File: src/rtl/pipeline_hazard_ctrl_pkg.sv
// Shared pipeline control definitions: FSM encoding, latency default
// and the per-cycle control bundle driven onto the pipeline registers.
package pipeline_hazard_ctrl_pkg;

    localparam int REG_W          = 5;
    localparam int MD_LATENCY_DEF = 4;
    localparam int MD_CNT_W       = 4;

    localparam logic [1:0] ST_RUN     = 2'd0;
    localparam logic [1:0] ST_MD_BUSY = 2'd1;
    localparam logic [1:0] ST_BR_PEND = 2'd2;

    typedef struct packed {
        logic pcwrite;
        logic ifid_we;
        logic ifid_flush;
        logic idex_bubble;
    } ctl_t;

    localparam ctl_t CTL_RUN = '{
        pcwrite: 1'b1, ifid_we: 1'b1,
        ifid_flush: 1'b0, idex_bubble: 1'b0
    };

    localparam ctl_t CTL_STALL = '{
        pcwrite: 1'b0, ifid_we: 1'b0,
        ifid_flush: 1'b0, idex_bubble: 1'b1
    };

    // Redirect: the wrong-path fetch is squashed while the PC takes the target.
    localparam ctl_t CTL_FLUSH = '{
        pcwrite: 1'b1, ifid_we: 1'b1,
        ifid_flush: 1'b1, idex_bubble: 1'b1
    };

    localparam ctl_t CTL_RST = '{
        pcwrite: 1'b0, ifid_we: 1'b0,
        ifid_flush: 1'b1, idex_bubble: 1'b1
    };

endpackage

File: src/rtl/pipeline_hazard_ctrl_if.sv
// Hazard-control bundle between the pipeline datapath (master)
// and the hazard controller (slave).
interface pipeline_hazard_ctrl_if
    import pipeline_hazard_ctrl_pkg::*;
#(
    parameter int CNT_W = 16
);

    logic             IDEX_MemRead;
    logic [REG_W-1:0] IDEX_Rt;
    logic [REG_W-1:0] IFID_Rs;
    logic [REG_W-1:0] IFID_Rt;
    logic             Branch_Taken;
    logic             MD_Start;

    logic             PCWrite;
    logic             IFID_WriteEnable;
    logic             IFID_Flush;
    logic             IDEX_Bubble;
    logic             Busy;
    logic [CNT_W-1:0] Stall_Count;

    modport master (
        output IDEX_MemRead,
        output IDEX_Rt,
        output IFID_Rs,
        output IFID_Rt,
        output Branch_Taken,
        output MD_Start,
        input  PCWrite,
        input  IFID_WriteEnable,
        input  IFID_Flush,
        input  IDEX_Bubble,
        input  Busy,
        input  Stall_Count
    );

    modport slave (
        input  IDEX_MemRead,
        input  IDEX_Rt,
        input  IFID_Rs,
        input  IFID_Rt,
        input  Branch_Taken,
        input  MD_Start,
        output PCWrite,
        output IFID_WriteEnable,
        output IFID_Flush,
        output IDEX_Bubble,
        output Busy,
        output Stall_Count
    );

endinterface

File: src/rtl/pipeline_hazard_ctrl_load_use_detect.sv
// Load-use hazard detector: a load in EX whose destination feeds
// either source of the instruction in ID.
module load_use_detect
    import pipeline_hazard_ctrl_pkg::*;
(
    input  logic             mem_read_i,
    input  logic [REG_W-1:0] ex_rt_i,
    input  logic [REG_W-1:0] id_rs_i,
    input  logic [REG_W-1:0] id_rt_i,
    output logic             lu_o
);

    logic rt_nonzero;
    logic src_match;

    // $zero is never really written, so a load into it cannot create a hazard.
    assign rt_nonzero = (ex_rt_i != '0);
    assign src_match  = (ex_rt_i == id_rs_i) || (ex_rt_i == id_rt_i);
    assign lu_o       = mem_read_i && rt_nonzero && src_match;

endmodule

File: src/rtl/pipeline_hazard_ctrl.sv
// Pipeline hazard controller: load-use stalls, branch flushes and
// multi-cycle mul/div stalls, plus a saturating stall-cycle counter.
module pipeline_hazard_ctrl
    import pipeline_hazard_ctrl_pkg::*;
#(
    parameter int MD_LATENCY = MD_LATENCY_DEF,
    parameter int CNT_W      = 16
) (
    input logic                   Clock,
    input logic                   Reset,
    pipeline_hazard_ctrl_if.slave hz
);

    localparam logic [MD_CNT_W-1:0] MD_CNT_INIT = MD_CNT_W'(MD_LATENCY - 1);

    if (MD_LATENCY < 2 || MD_LATENCY > 15) begin : g_bad_latency
        $error("MD_LATENCY must lie in 2..15");
    end

    logic [1:0]          state_q, state_d;
    logic [MD_CNT_W-1:0] cnt_q, cnt_d;
    logic                pend_q, pend_d;
    logic [CNT_W-1:0]    stall_q, stall_d;
    logic                lu;
    ctl_t                ctl;

    load_use_detect u_load_use_detect (
        .mem_read_i (hz.IDEX_MemRead),
        .ex_rt_i    (hz.IDEX_Rt),
        .id_rs_i    (hz.IFID_Rs),
        .id_rt_i    (hz.IFID_Rt),
        .lu_o       (lu)
    );

    // Branch redirect outranks a load-use stall in RUN.
    always_comb begin
        ctl = CTL_RUN;
        if (Reset) begin
            ctl = CTL_RST;
        end else begin
            case (state_q)
                ST_RUN: begin
                    if (hz.Branch_Taken) begin
                        ctl = CTL_FLUSH;
                    end else if (lu) begin
                        ctl = CTL_STALL;
                    end
                end
                ST_MD_BUSY: ctl = CTL_STALL;
                ST_BR_PEND: ctl = CTL_FLUSH;
                default:    ctl = CTL_RUN;
            endcase
        end
    end

    always_comb begin
        state_d = state_q;
        cnt_d   = cnt_q;
        pend_d  = pend_q;
        case (state_q)
            ST_RUN: begin
                pend_d = 1'b0;
                if (!hz.Branch_Taken && hz.MD_Start) begin
                    state_d = ST_MD_BUSY;
                    cnt_d   = MD_CNT_INIT;
                end
            end
            ST_MD_BUSY: begin
                // The redirect is deferred until the unit drains.
                pend_d = pend_q | hz.Branch_Taken;
                if (cnt_q == '0) begin
                    state_d = pend_d ? ST_BR_PEND : ST_RUN;
                end else begin
                    cnt_d = cnt_q - 1'b1;
                end
            end
            ST_BR_PEND: begin
                state_d = ST_RUN;
                pend_d  = 1'b0;
            end
            default: begin
                state_d = ST_RUN;
                cnt_d   = '0;
                pend_d  = 1'b0;
            end
        endcase
    end

    always_comb begin
        stall_d = stall_q;
        if (!ctl.pcwrite && (stall_q != {CNT_W{1'b1}})) begin
            stall_d = stall_q + 1'b1;
        end
    end

    always_ff @(posedge Clock or posedge Reset) begin
        if (Reset) begin
            state_q <= ST_RUN;
            cnt_q   <= '0;
            pend_q  <= 1'b0;
            stall_q <= '0;
        end else begin
            state_q <= state_d;
            cnt_q   <= cnt_d;
            pend_q  <= pend_d;
            stall_q <= stall_d;
        end
    end

    assign hz.PCWrite          = ctl.pcwrite;
    assign hz.IFID_WriteEnable = ctl.ifid_we;
    assign hz.IFID_Flush       = ctl.ifid_flush;
    assign hz.IDEX_Bubble      = ctl.idex_bubble;
    assign hz.Busy             = !Reset && (state_q == ST_MD_BUSY);
    assign hz.Stall_Count      = stall_q;

endmodule

File: src/flat_wrapper.sv
// flat-port wrapper written by rule: the top's interface ports become plain ports
module pipeline_hazard_ctrl_flat import pipeline_hazard_ctrl_pkg::*;
#(
    parameter int MD_LATENCY = MD_LATENCY_DEF,
    parameter int CNT_W      = 16
)
  (Clock, Reset, hz_IDEX_MemRead, hz_IDEX_Rt, hz_IFID_Rs, hz_IFID_Rt, hz_Branch_Taken, hz_MD_Start, hz_PCWrite, hz_IFID_WriteEnable, hz_IFID_Flush, hz_IDEX_Bubble, hz_Busy, hz_Stall_Count);
  pipeline_hazard_ctrl_if #(.CNT_W(CNT_W)) hz_i ();
  input logic Clock;
  input logic Reset;
  input wire logic [$bits(hz_i.IDEX_MemRead)-1:0] hz_IDEX_MemRead;
  input wire logic [$bits(hz_i.IDEX_Rt)-1:0] hz_IDEX_Rt;
  input wire logic [$bits(hz_i.IFID_Rs)-1:0] hz_IFID_Rs;
  input wire logic [$bits(hz_i.IFID_Rt)-1:0] hz_IFID_Rt;
  input wire logic [$bits(hz_i.Branch_Taken)-1:0] hz_Branch_Taken;
  input wire logic [$bits(hz_i.MD_Start)-1:0] hz_MD_Start;
  output wire logic [$bits(hz_i.PCWrite)-1:0] hz_PCWrite;
  output wire logic [$bits(hz_i.IFID_WriteEnable)-1:0] hz_IFID_WriteEnable;
  output wire logic [$bits(hz_i.IFID_Flush)-1:0] hz_IFID_Flush;
  output wire logic [$bits(hz_i.IDEX_Bubble)-1:0] hz_IDEX_Bubble;
  output wire logic [$bits(hz_i.Busy)-1:0] hz_Busy;
  output wire logic [$bits(hz_i.Stall_Count)-1:0] hz_Stall_Count;
  assign hz_i.IDEX_MemRead = hz_IDEX_MemRead;
  assign hz_i.IDEX_Rt = hz_IDEX_Rt;
  assign hz_i.IFID_Rs = hz_IFID_Rs;
  assign hz_i.IFID_Rt = hz_IFID_Rt;
  assign hz_i.Branch_Taken = hz_Branch_Taken;
  assign hz_i.MD_Start = hz_MD_Start;
  assign hz_PCWrite = hz_i.PCWrite;
  assign hz_IFID_WriteEnable = hz_i.IFID_WriteEnable;
  assign hz_IFID_Flush = hz_i.IFID_Flush;
  assign hz_IDEX_Bubble = hz_i.IDEX_Bubble;
  assign hz_Busy = hz_i.Busy;
  assign hz_Stall_Count = hz_i.Stall_Count;
  pipeline_hazard_ctrl #(.MD_LATENCY(MD_LATENCY), .CNT_W(CNT_W)) u_core (.Clock(Clock), .Reset(Reset), .hz(hz_i));
endmodule
File: config.mk
export PLATFORM = sky130hd
export DESIGN_NAME = pipeline_hazard_ctrl_flat
export DESIGN_NICKNAME = d
export VERILOG_FILES = /design/src/rtl/pipeline_hazard_ctrl_pkg.sv /design/src/rtl/pipeline_hazard_ctrl_if.sv /design/src/rtl/pipeline_hazard_ctrl_load_use_detect.sv /design/src/rtl/pipeline_hazard_ctrl.sv /design/src/flat_wrapper.sv
export SDC_FILE = /design/constraint.sdc
export NUM_CORES = 1
export LEC_CHECK = 0
export CAP_MARGIN = 30
export CORE_UTILIZATION = 43
export DETAILED_ROUTE_END_ITERATION = 7
export PLACE_DENSITY = 0.88
export SETUP_SLACK_MARGIN = 0.5
export SYNTH_ARGS = -nofsm -noshare
export SYNTH_HDL_FRONTEND = slang
export SYNTH_SLANG_ARGS = --single-unit
File: constraint.sdc
create_clock -name Clock -period 2.1 [get_ports Clock]
set_input_delay 0.42 -clock Clock [delete_from_list [all_inputs] [get_ports Clock]]
set_output_delay 0.42 -clock Clock [all_outputs]
set_load 0.02 [all_outputs]
Word-level counts from Yosys, hierarchy flattened

Index checks and enable logic that the tools add are counted.

Word-level logic and storage cells: 42
Latch bits: 0
RAM bits: 0
Bits in read-only memories: 0
Register bits after elaboration: 23
Input bits: 20
Output and inout bits: 21
Memories kept: 0

Shift-type cells: 0
Eq/ne operators: 8
Reductions and logical operators: 14
Div/mod/pow operators: 0
Order comparisons: 0
Bitwise operators: 2
Add/subtract/negate cells: 2
Multiplexer cells: 12
Multipliers: 0

Operators with widths:

| operator                | count |
|---|---|
| $pmux W4 S3             | 2 |
| $mux W4                 | 5 |
| $add A16 B1 Y16 const B | 1 |
| $ne A16 B16 Y1 const B  | 1 |
| $eq A5 B5 Y1            | 2 |
| $mux W2                 | 3 |
| $logic_and A1 B1 Y1     | 5 |
| $reduce_bool A5 Y1      | 1 |
| $logic_not A4 Y1        | 1 |
| $ne A2 B1 Y1 const B    | 2 |
| $pmux W2 S2             | 1 |
| $sub A4 B1 Y4 const B   | 1 |
| $logic_not A1 Y1        | 3 |
| $reduce_and A3 Y1       | 1 |
| $eq A2 B1 Y1 const B    | 1 |
| $eq A2 B2 Y1 const B    | 1 |
| $logic_not A2 Y1        | 1 |
| $ne A2 B2 Y1 const B    | 1 |
| $reduce_and A2 Y1       | 1 |
| $logic_or A1 B1 Y1      | 1 |
| $mux W1                 | 1 |
| $not A1 Y1              | 1 |
| $or A1 B1 Y1            | 1 |

Longest topological paths before layout

Gate-level depths: netlist of run 1.

Word-level depth: 9
Mapped depth: 10
Mapped depth without buffers: 8

Modules after synthesis

A second synthesis of run 1 with hierarchy kept.

Cell total of the unflattened synthesis: 147
Area, all modules: 1445.1 µm²

By module, submodules not included:

| module               | cells each | area each (µm²) | times used |
|---|---|---|---|
| pipeline_hazard_ctrl | 130        | 1320.0          | 1 |
| load_use_detect      | 17         | 125.1           | 1 |

Worst setup path after synthesis of run 1

Ideal clock, no wire load.

Path type: reg2out
Start point: reg u_core.state_q[0]
End point: out hz_PCWrite
Buffers on the path: 2
Required time: 1.680 ns
Setup slack: -0.147 ns
Cell stages (with the launch flop): 9
Arrival: 1.827 ns
Cells stage by stage: dfrtp_1 > inv_1 > ha_1 > buf_6 > a31o_1 > or3_1 > o21bai_2 > inv_2 > buf_4

Word-level cells in the longest chain between the ends: 3
Elaborated cells between the ends (all ways): 5
Those cells by class: eq/ne: 2; mux: 2; reduce/logical: 1

Ends and longest elaborated chain:

| element                              | RTL line                    | RTL |
|---|---|---|
| start: declaration                   | pipeline_hazard_ctrl.sv:20  | `logic [1:0] state_q, state_d;` |
| start signal: assignment             | pipeline_hazard_ctrl.sv:103 | `state_q <= state_d;` |
| $eq A2 B2 Y1 (tied with other cells) | pipeline_hazard_ctrl.sv:41  | `case (state_q)` |
| $pmux W4 S3 *                        | pipeline_hazard_ctrl.sv:41  |  |
| $mux W4 *                            | pipeline_hazard_ctrl.sv:38  | `if (Reset) begin` |
| end: declaration                     | flat_wrapper.sv:17          | `output wire logic [$bits(hz_i.PCWrite)-1:0] hz_PCWrite;` |

Every way passes the cells marked *; elsewhere a longest branch is shown, timed or not.

Worst setup path in the final report of run 1

Start point: in hz_IDEX_Rt[3]
End point: out hz_IDEX_Bubble

Word-level cells in the longest chain between the ends: 7
Elaborated cells between the ends (all ways): 10
Those cells by class: eq/ne: 2; mux: 4; reduce/logical: 4

Ends and longest elaborated chain:

| element                                                   | RTL line                                                                               | RTL |
|---|---|---|
| start: declaration                                        | flat_wrapper.sv:12                                                                     | `input wire logic [$bits(hz_i.IDEX_Rt)-1:0] hz_IDEX_Rt;` |
| $eq A5 B5 Y1 or $reduce_bool A5 Y1 (tied branches)        | pipeline_hazard_ctrl_load_use_detect.sv:18, pipeline_hazard_ctrl_load_use_detect.sv:17 |  |
| $logic_or A1 B1 Y1 or $logic_and A1 B1 Y1 (tied branches) | pipeline_hazard_ctrl_load_use_detect.sv:18, pipeline_hazard_ctrl_load_use_detect.sv:19 |  |
| $logic_and A1 B1 Y1 *                                     | pipeline_hazard_ctrl_load_use_detect.sv:19                                             | `assign lu_o = mem_read_i && rt_nonzero && src_match;` |
| $mux W4 *                                                 | pipeline_hazard_ctrl.sv:45                                                             | `end else if (lu) begin` |
| $mux W4 *                                                 | pipeline_hazard_ctrl.sv:43                                                             | `if (hz.Branch_Taken) begin` |
| $pmux W4 S3 *                                             | pipeline_hazard_ctrl.sv:41                                                             |  |
| $mux W4 *                                                 | pipeline_hazard_ctrl.sv:38                                                             |  |
| end: declaration                                          | flat_wrapper.sv:20                                                                     | `output wire logic [$bits(hz_i.IDEX_Bubble)-1:0] hz_IDEX_Bubble;` |

Marks and branches as above.

==> results of run 1 <==
[layout make-up]
class                           instances  area, sq um  area share (%)
Clock buffer                            3        22.52          0.8772
Inverter                               10        43.79           1.706
Clock inverter                          1        5.005          0.1949
Multi-Input combinational cell        110         1099           42.79
Sequential cell                        23        581.8           22.66
Timing Repair Buffer                   86        760.7           29.63
Tap cell                               44        55.05           2.144
[flip-flops by register name, indices dropped and copies added (netlist names)]
name,count
u_core.cnt_q,4
u_core.hz.Stall_Count,16
u_core.state_q,2
u_core.pend_q,1
[through the flow]
stage                     setup TNS, ps  instances
after floorplan                  -61.28        146
after global placement            -7059        254
after detailed placement          -8461        254
after CTS                        -569.6        270
after global routing              -1797        277
final                            -841.9        277
[critical path, stage by stage]
cell and delay [ps]:
clkdlybuf4s15_1 230, or4_4 580, o21ai_4 210, o21bai_1 110, a21oi_1 220, o21ai_2 90
buf_6 130
[layout by cell type (no fill, tap or decap), types with 4 or more instances in the layout]
master,instances
ha_4,4
clkdlybuf4s50_1,14
xor2_1,10
xnor2_1,11
dfrtp_2,5
nand2_2,4
buf_6,18
dfrtp_1,18
clkdlybuf4s15_1,5
nand4_1,7
nor2_1,4
nand2_1,6
inv_2,4
dlygate4sd2_1,10
buf_4,34
inv_1,4
[report_power, final]
part | total [mW] | switching [mW] | leakage (nW) | internal [mW]
clock network | 0.220 | 0.149 | 0.0177 | 0.0717
logic | 2.45 | 1.16 | 0.843 | 1.29
registers | 0.763 | 0.170 | 0.293 | 0.593
total | 3.44 | 1.48 | 1.15 | 1.96
[final timing paths]
| path | to | depth (start not counted) |
|---|---|---|
| max | hz_IDEX_Bubble | 7 |
| max in group asynchronous | u_core.hz.Stall_Count[3] | 3 |
| min | u_core.hz.Stall_Count[14] | 1 |
| min reg2reg | u_core.hz.Stall_Count[14] | 1 |
| max reg2reg | u_core.hz.Stall_Count[8] | 8 |
| min in group asynchronous | u_core.state_q[1] | 3 |
[timing repair]
| action | 4_1_cts | 5_1_grt |
|---|---|---|
| setup endpoints to repair | 42 | 36 |
| pin swaps | 17 | 26 |
| gates resized for setup | 93 | 37 |
| cloned | 0 | 1 |
| buffers inserted | 12 | 6 |
[layer usage]
metal / up-vias / wire length [microns] / share of wire, % / track usage [%]
li1: 690 / - / - / -
met1: 727 / 2000 / 40 / 30.92
met2: 47 / 2747 / 55 / 49.21
met3: 10 / 157 / 3.1 / 3.896
met4: 0 / 126 / 2.5 / 12.62
met5: - / 0 / 0 / 0
[logic make-up (layout without fill, tap and decap cells)]
logic type	after synthesis	count (layout)
compound gates	26	27
xor+xnor	24	24
fa+ha+maj	7	7
simple gates	50	50
mux	2	2
buf+inv	14	100
flops	23	23
==> flow_metrics.env, run 1 <==
export IMPL_yosys_area_share_simple_pct=19.37
export IMPL_vias=1474
export IMPL_critPathCaptureType="output pin"
export IMPL_clock_path_buffers=2
export IMPL_required_ps=1680
export IMPL_synth_top_family_by_area="simple AND/OR/NAND/NOR gates"
export IMPL_yosys_warnings=0
export IMPL_avgSynthCellArea_sq_um=9.864
export IMPL_cts_buffers_inserted=3
export IMPL_max_slew_margin_pct=63.44
export IMPL_synth_seq_area_share_pct=39.97
export IMPL_synthDominantCellAreaShare_pct=39.97
export IMPL_ys_top_cells_by_count="dfrtp_1, xnor2_1, xor2_1, nand2_1, inv_1"
export IMPL_nNetsFinal=261
export IMPL_synth_distinct_cells=43
export IMPL_synth_seq_cells=23
export IMPL_wire_per_inst_microns=18.16
export IMPL_synth_compound_area_share_pct=13.47
export IMPL_dp_hpwl_microns=2947
export IMPL_irDropWorstVdd_v=0.0007375
export IMPL_hold_path_class="reg -> reg"
export IMPL_final_setup_viol_count=9
export IMPL_fin_crit_ps=2414
export IMPL_clkTransAtPathRegs_ps=130
export IMPL_dr_pass1_iters=4
export IMPL_clock_skew_ps=7.314
export IMPL_pwr_density_cell_nw_per_um2=1338
export IMPL_grtUsageTotal_pct=27.07
export IMPL_cts_hold_buffers=0
export IMPL_areaGrowthSynthToFinish_pct=78.28
export IMPL_die_x_microns=59.87
export IMPL_muxShareOfSynthArea_pct=1.564
export IMPL_antenna_found_initial=0
export IMPL_grt_pass1_vias=1546
export IMPL_synth_fa_ha_area_share_pct=6.082
export IMPL_worst_setup_path_type="in -> out"
export IMPL_rsz0062_at_grt="true"
export IMPL_cts_tree="yes"
export IMPL_overflow=0
export IMPL_dieHeight_microns=59.87
export IMPL_synthArstFlopShare_pct=100.0
export IMPL_syn_nets=173
export IMPL_tightest_slew_ps=543.4
export IMPL_wl_microns=5031
export IMPL_dieArea_sq_um=3584
export IMPL_core_area_sq_um=3103
export IMPL_timing_rr_start="u_core.state_q[1]"
export IMPL_leakage_nw=1.153
export IMPL_critPathArrivalTime_ps=1990
export IMPL_io_buffer_count=40
export IMPL_yosysMostFrequentCell="dfrtp_1"
export IMPL_synthXorXnorAreaFrac_pct=14.60
export IMPL_critPathLaunch="hz_IDEX_Rt[3]"
export IMPL_clock_sinks=23
export IMPL_via_per_inst=5.321
export IMPL_failed_checks="setup timing"
export IMPL_drt_iter0_drc=59
export IMPL_cts_root_buf="clkbuf_4"
export IMPL_place_ws_ps=-865.3
export IMPL_antenna_diode_count=0
export IMPL_slew_violations=0
export IMPL_synth_top_area_cell="dfrtp_1"
export IMPL_ys_flop_type="dfrtp_1"
export IMPL_fin_util_pct=82.74
export IMPL_rows=20
export IMPL_drive_gt1_share_pct=50.21
export IMPL_hold_viol=0
export IMPL_ios=41
export IMPL_p_total_mw=3.436
export IMPL_start_kind="input port"
export IMPL_start_util_pct=46.41
export IMPL_fillCellCount=194
export IMPL_setup_slack_ps=-313.6
export IMPL_syn_area_sq_um=1440
export IMPL_synth_edf_count=0
export IMPL_drc_errors=0
export IMPL_worstPathMaxFanout=3
export IMPL_fmax_mhz=414.3
export IMPL_place_area_sq_um=2173
export IMPL_timing_hold_ws_ps=506.1
export IMPL_drv_cap=0
export IMPL_min_period_over_period_pct=114.9
export IMPL_h_tree_depth=1
export IMPL_hp_start="u_core.hz.Stall_Count[14]"
export IMPL_ant_nets=0
export IMPL_grt_first_pass_wirelength_microns=7120
export IMPL_clock_latency_ps=330
export IMPL_design_area_sq_um=2567
export IMPL_grt_max_degree=22
export IMPL_status="finished, violations left"
export IMPL_syn_inst=146
export IMPL_routabilityCongestion=0.7725
export IMPL_r2r_setup_slack_ps=-40
export IMPL_synth_area_leaders="dfrtp_1, xnor2_1, xor2_1"
No activity file was read; power rests on OpenSTA's default activity.
==> run 2: changes to the inputs <==
CORE_ASPECT_RATIO = 0.75   (was default)
CORE_MARGIN = 2   (was default)
==> run 2 against run 1 <==
  * The flow still finishes with violations (setup timing)
  * Total power down 0.87%
  * Critical path depth unchanged
  * Flip-flop and latch count is the same
  * Clock skew shrank 5.7 ps
  * Setup slack improved by 180 ps
  * Final cell count fell by 2.5%
  * Hold slack worse by 9.8 ps
  * Clock power rose by 30%
  * Die area grew 6.9%
  * Via count is 3.4% lower
  * Critical endpoint is now hz_PCWrite
==> flow_metrics.env, run 2 (synthesis results as in run 1) <==
export IMPL_cp_cell_sequence="inv_2, ha_4, a31o_1, or3_4, o21bai_4, inv_4, buf_6"
export IMPL_core_area_sq_um=3243
export IMPL_routabilityCongestion=0.8462
export IMPL_final_setup_viol_count=6
export IMPL_clock_skew_ps=1.601
export IMPL_ant_nets=0
export IMPL_nNetsFinal=258
export IMPL_h_tree_depth=1
export IMPL_dp_cells=249
export IMPL_areaGrowthSynthToFinish_pct=81.84
export IMPL_clock_path_buffers=2
export IMPL_overflow=0
export IMPL_p_sw_mw=1.412
export IMPL_grt_max_degree=24
export IMPL_grt_pass1_vias=1455
export IMPL_final_common_cell="buf_4"
export IMPL_fmax_mhz=448.6
export IMPL_antenna_diode_count=0
export IMPL_pwr_density_cell_nw_per_um2=1301
export IMPL_failed_checks="setup timing"
export IMPL_fin_crit_ps=2229
export IMPL_stdcell_count=270
export IMPL_hold_viol=0
export IMPL_critPathArrivalTime_ps=1810
export IMPL_grtUsageTotal_pct=22.64
export IMPL_r2r_setup_slack_ps=-20
export IMPL_dr_pass1_iters=4
export IMPL_wl_microns=4466
export IMPL_tightest_slew_ps=357.3
export IMPL_start_util_pct=44.41
export IMPL_clock_latency_ps=270
export IMPL_timing_hold_ws_ps=496.3
export IMPL_hold_path_class="in -> async"
export IMPL_clkTransAtPathRegs_ps=90
export IMPL_irDropWorstVdd_v=0.0008686
export IMPL_grt_first_pass_wirelength_microns=6637
export IMPL_crit_family="flip-flops"
export IMPL_dieArea_sq_um=3833
export IMPL_cts_tree="yes"
export IMPL_via_per_inst=5.274
export IMPL_worst_setup_path_type="reg -> out"
export IMPL_vias=1424
export IMPL_cpPeakStageDelay_ps=420
export IMPL_ios=41
export IMPL_layout_common_cells="buf_4, dlygate4sd2_1, dfrtp_1"
export IMPL_critPathCaptureType="output pin"
export IMPL_worstPathMaxFanout=4
export IMPL_dieHeight_microns=54.12
export IMPL_dp_hpwl_microns=2808
export IMPL_largest_register_ff_count=16
export IMPL_start_kind="flip-flop"
export IMPL_ff2ff_path_depth=10
export IMPL_required_ps=1680
export IMPL_rows=18
export IMPL_drv_cap=0
export IMPL_antenna_found_initial=0
export IMPL_setup_slack_ps=-129.3
export IMPL_crit_slowest_cell="dfrtp_1"
export IMPL_clkPwrFrac_pct=8.4
export IMPL_drc_errors=0
export IMPL_leakage_nw=1.238
export IMPL_status="finished, violations left"
export IMPL_wire_per_inst_microns=16.54
export IMPL_internal_power_mw=1.994
export IMPL_pwr_share_comb_pct=69.6
export IMPL_die_x_microns=70.83
export IMPL_max_slew_margin_pct=76.00
export IMPL_slew_violations=0
export IMPL_cts_buffers_inserted=3
export IMPL_min_period_over_period_pct=106.2
export IMPL_seqPwrFrac_pct=22.0
export IMPL_clock_sinks=23
export IMPL_rsz0062_at_grt="true"
export IMPL_timing_rr_start="u_core.state_q[1]"
export IMPL_drt_iter0_drc=40
export IMPL_fillCellCount=172
export IMPL_io_buffer_count=40
export IMPL_path_buf_inv=3
export IMPL_cts_root_buf="clkbuf_8"
export IMPL_drive_gt1_share_pct=48.26
export IMPL_p_sw_share_pct=41.45
export IMPL_r2r_end="u_core.hz.Stall_Count[7]"
[run 2: worst register-to-register path, cell delays in order, from the launching register on]
cell and delay [ps]:
dfrtp_1 420, inv_2 80, ha_4 160, a31o_1 200, buf_4 140, a2111o_1 320
o21bai_4 230, buf_12 150, buf_16 120, nand3_2 70, xnor2_1 120
[run 2: per-layer routing]
layer	vias up	GRT usage [%]	part of all wire, %	routed length, microns
met4	0	5.346	1.2	53
met1	691	26.61	43	1937
met2	45	43.77	52	2328
li1	681	-	-	-
met3	7	4.120	3.3	146
met5	-	0	0	0
[run 2: final cells by class]
cell class	count	area, sq um	share of cell area (%)
clock buffers	3	41.29	1.577
clock inverters	1	5.005	0.1911
inverters	10	43.79	1.672
multi-input cells	109	1110	42.38
flip-flops and latches	23	579.3	22.12
well taps	40	50.05	1.911
repair buffers	84	789.5	30.15
[run 2: worst max path at each step]
stage                                 start          to  slack (ps)  depth (start not counted)
after floorplan           u_core.state_q[1]  hz_PCWrite         -60                          8
final                     u_core.state_q[1]  hz_PCWrite        -130                          7
after detailed placement      hz_IDEX_Rt[3]  hz_PCWrite        -840                          7
after global routing      u_core.state_q[1]  hz_PCWrite        -210                          7
after global placement        hz_IDEX_Rt[3]  hz_PCWrite        -790                          7
after CTS                 u_core.state_q[1]  hz_PCWrite        -100                          7
[run 2: power by group through the flow]
stage / sequential, mW / clock [mW] / combinational (mW)
after floorplan: 0.847 / 0 / 0.912
after global placement: 0.727 / 0 / 1.55
after detailed placement: 0.741 / 0 / 1.63
after CTS: 0.742 / 0.283 / 2.08
after global routing: 0.767 / 0.308 / 2.51
final: 0.750 / 0.285 / 2.37
[run 2: timing repair]
item | 4_1_cts | 5_1_grt
endpoints found under the setup margin | 42 | 28
cloned | 1 | 0
gates resized for setup | 121 | 18
hold buffers | 0 | 0
pin swaps | 30 | 17
setup buffers | 7 | 9
[run 2: through the flow]
stage | utilization (%) | setup slack (ps) | TNS [ps] | power (mW) | cell area [sq um]
CTS | 76.31 | -99.30 | -224.1 | 3.109 | 2475
floorplan | - | -61.28 | -61.28 | 1.759 | 1555
global placement | 66.63 | -788.0 | -7105 | 2.274 | 2161
detailed placement | 66.63 | -836.6 | -8171 | 2.366 | 2161
global route | 80.75 | -206.6 | -1153 | 3.589 | 2619
finish | 80.75 | -129.3 | -296.1 | 3.406 | 2619
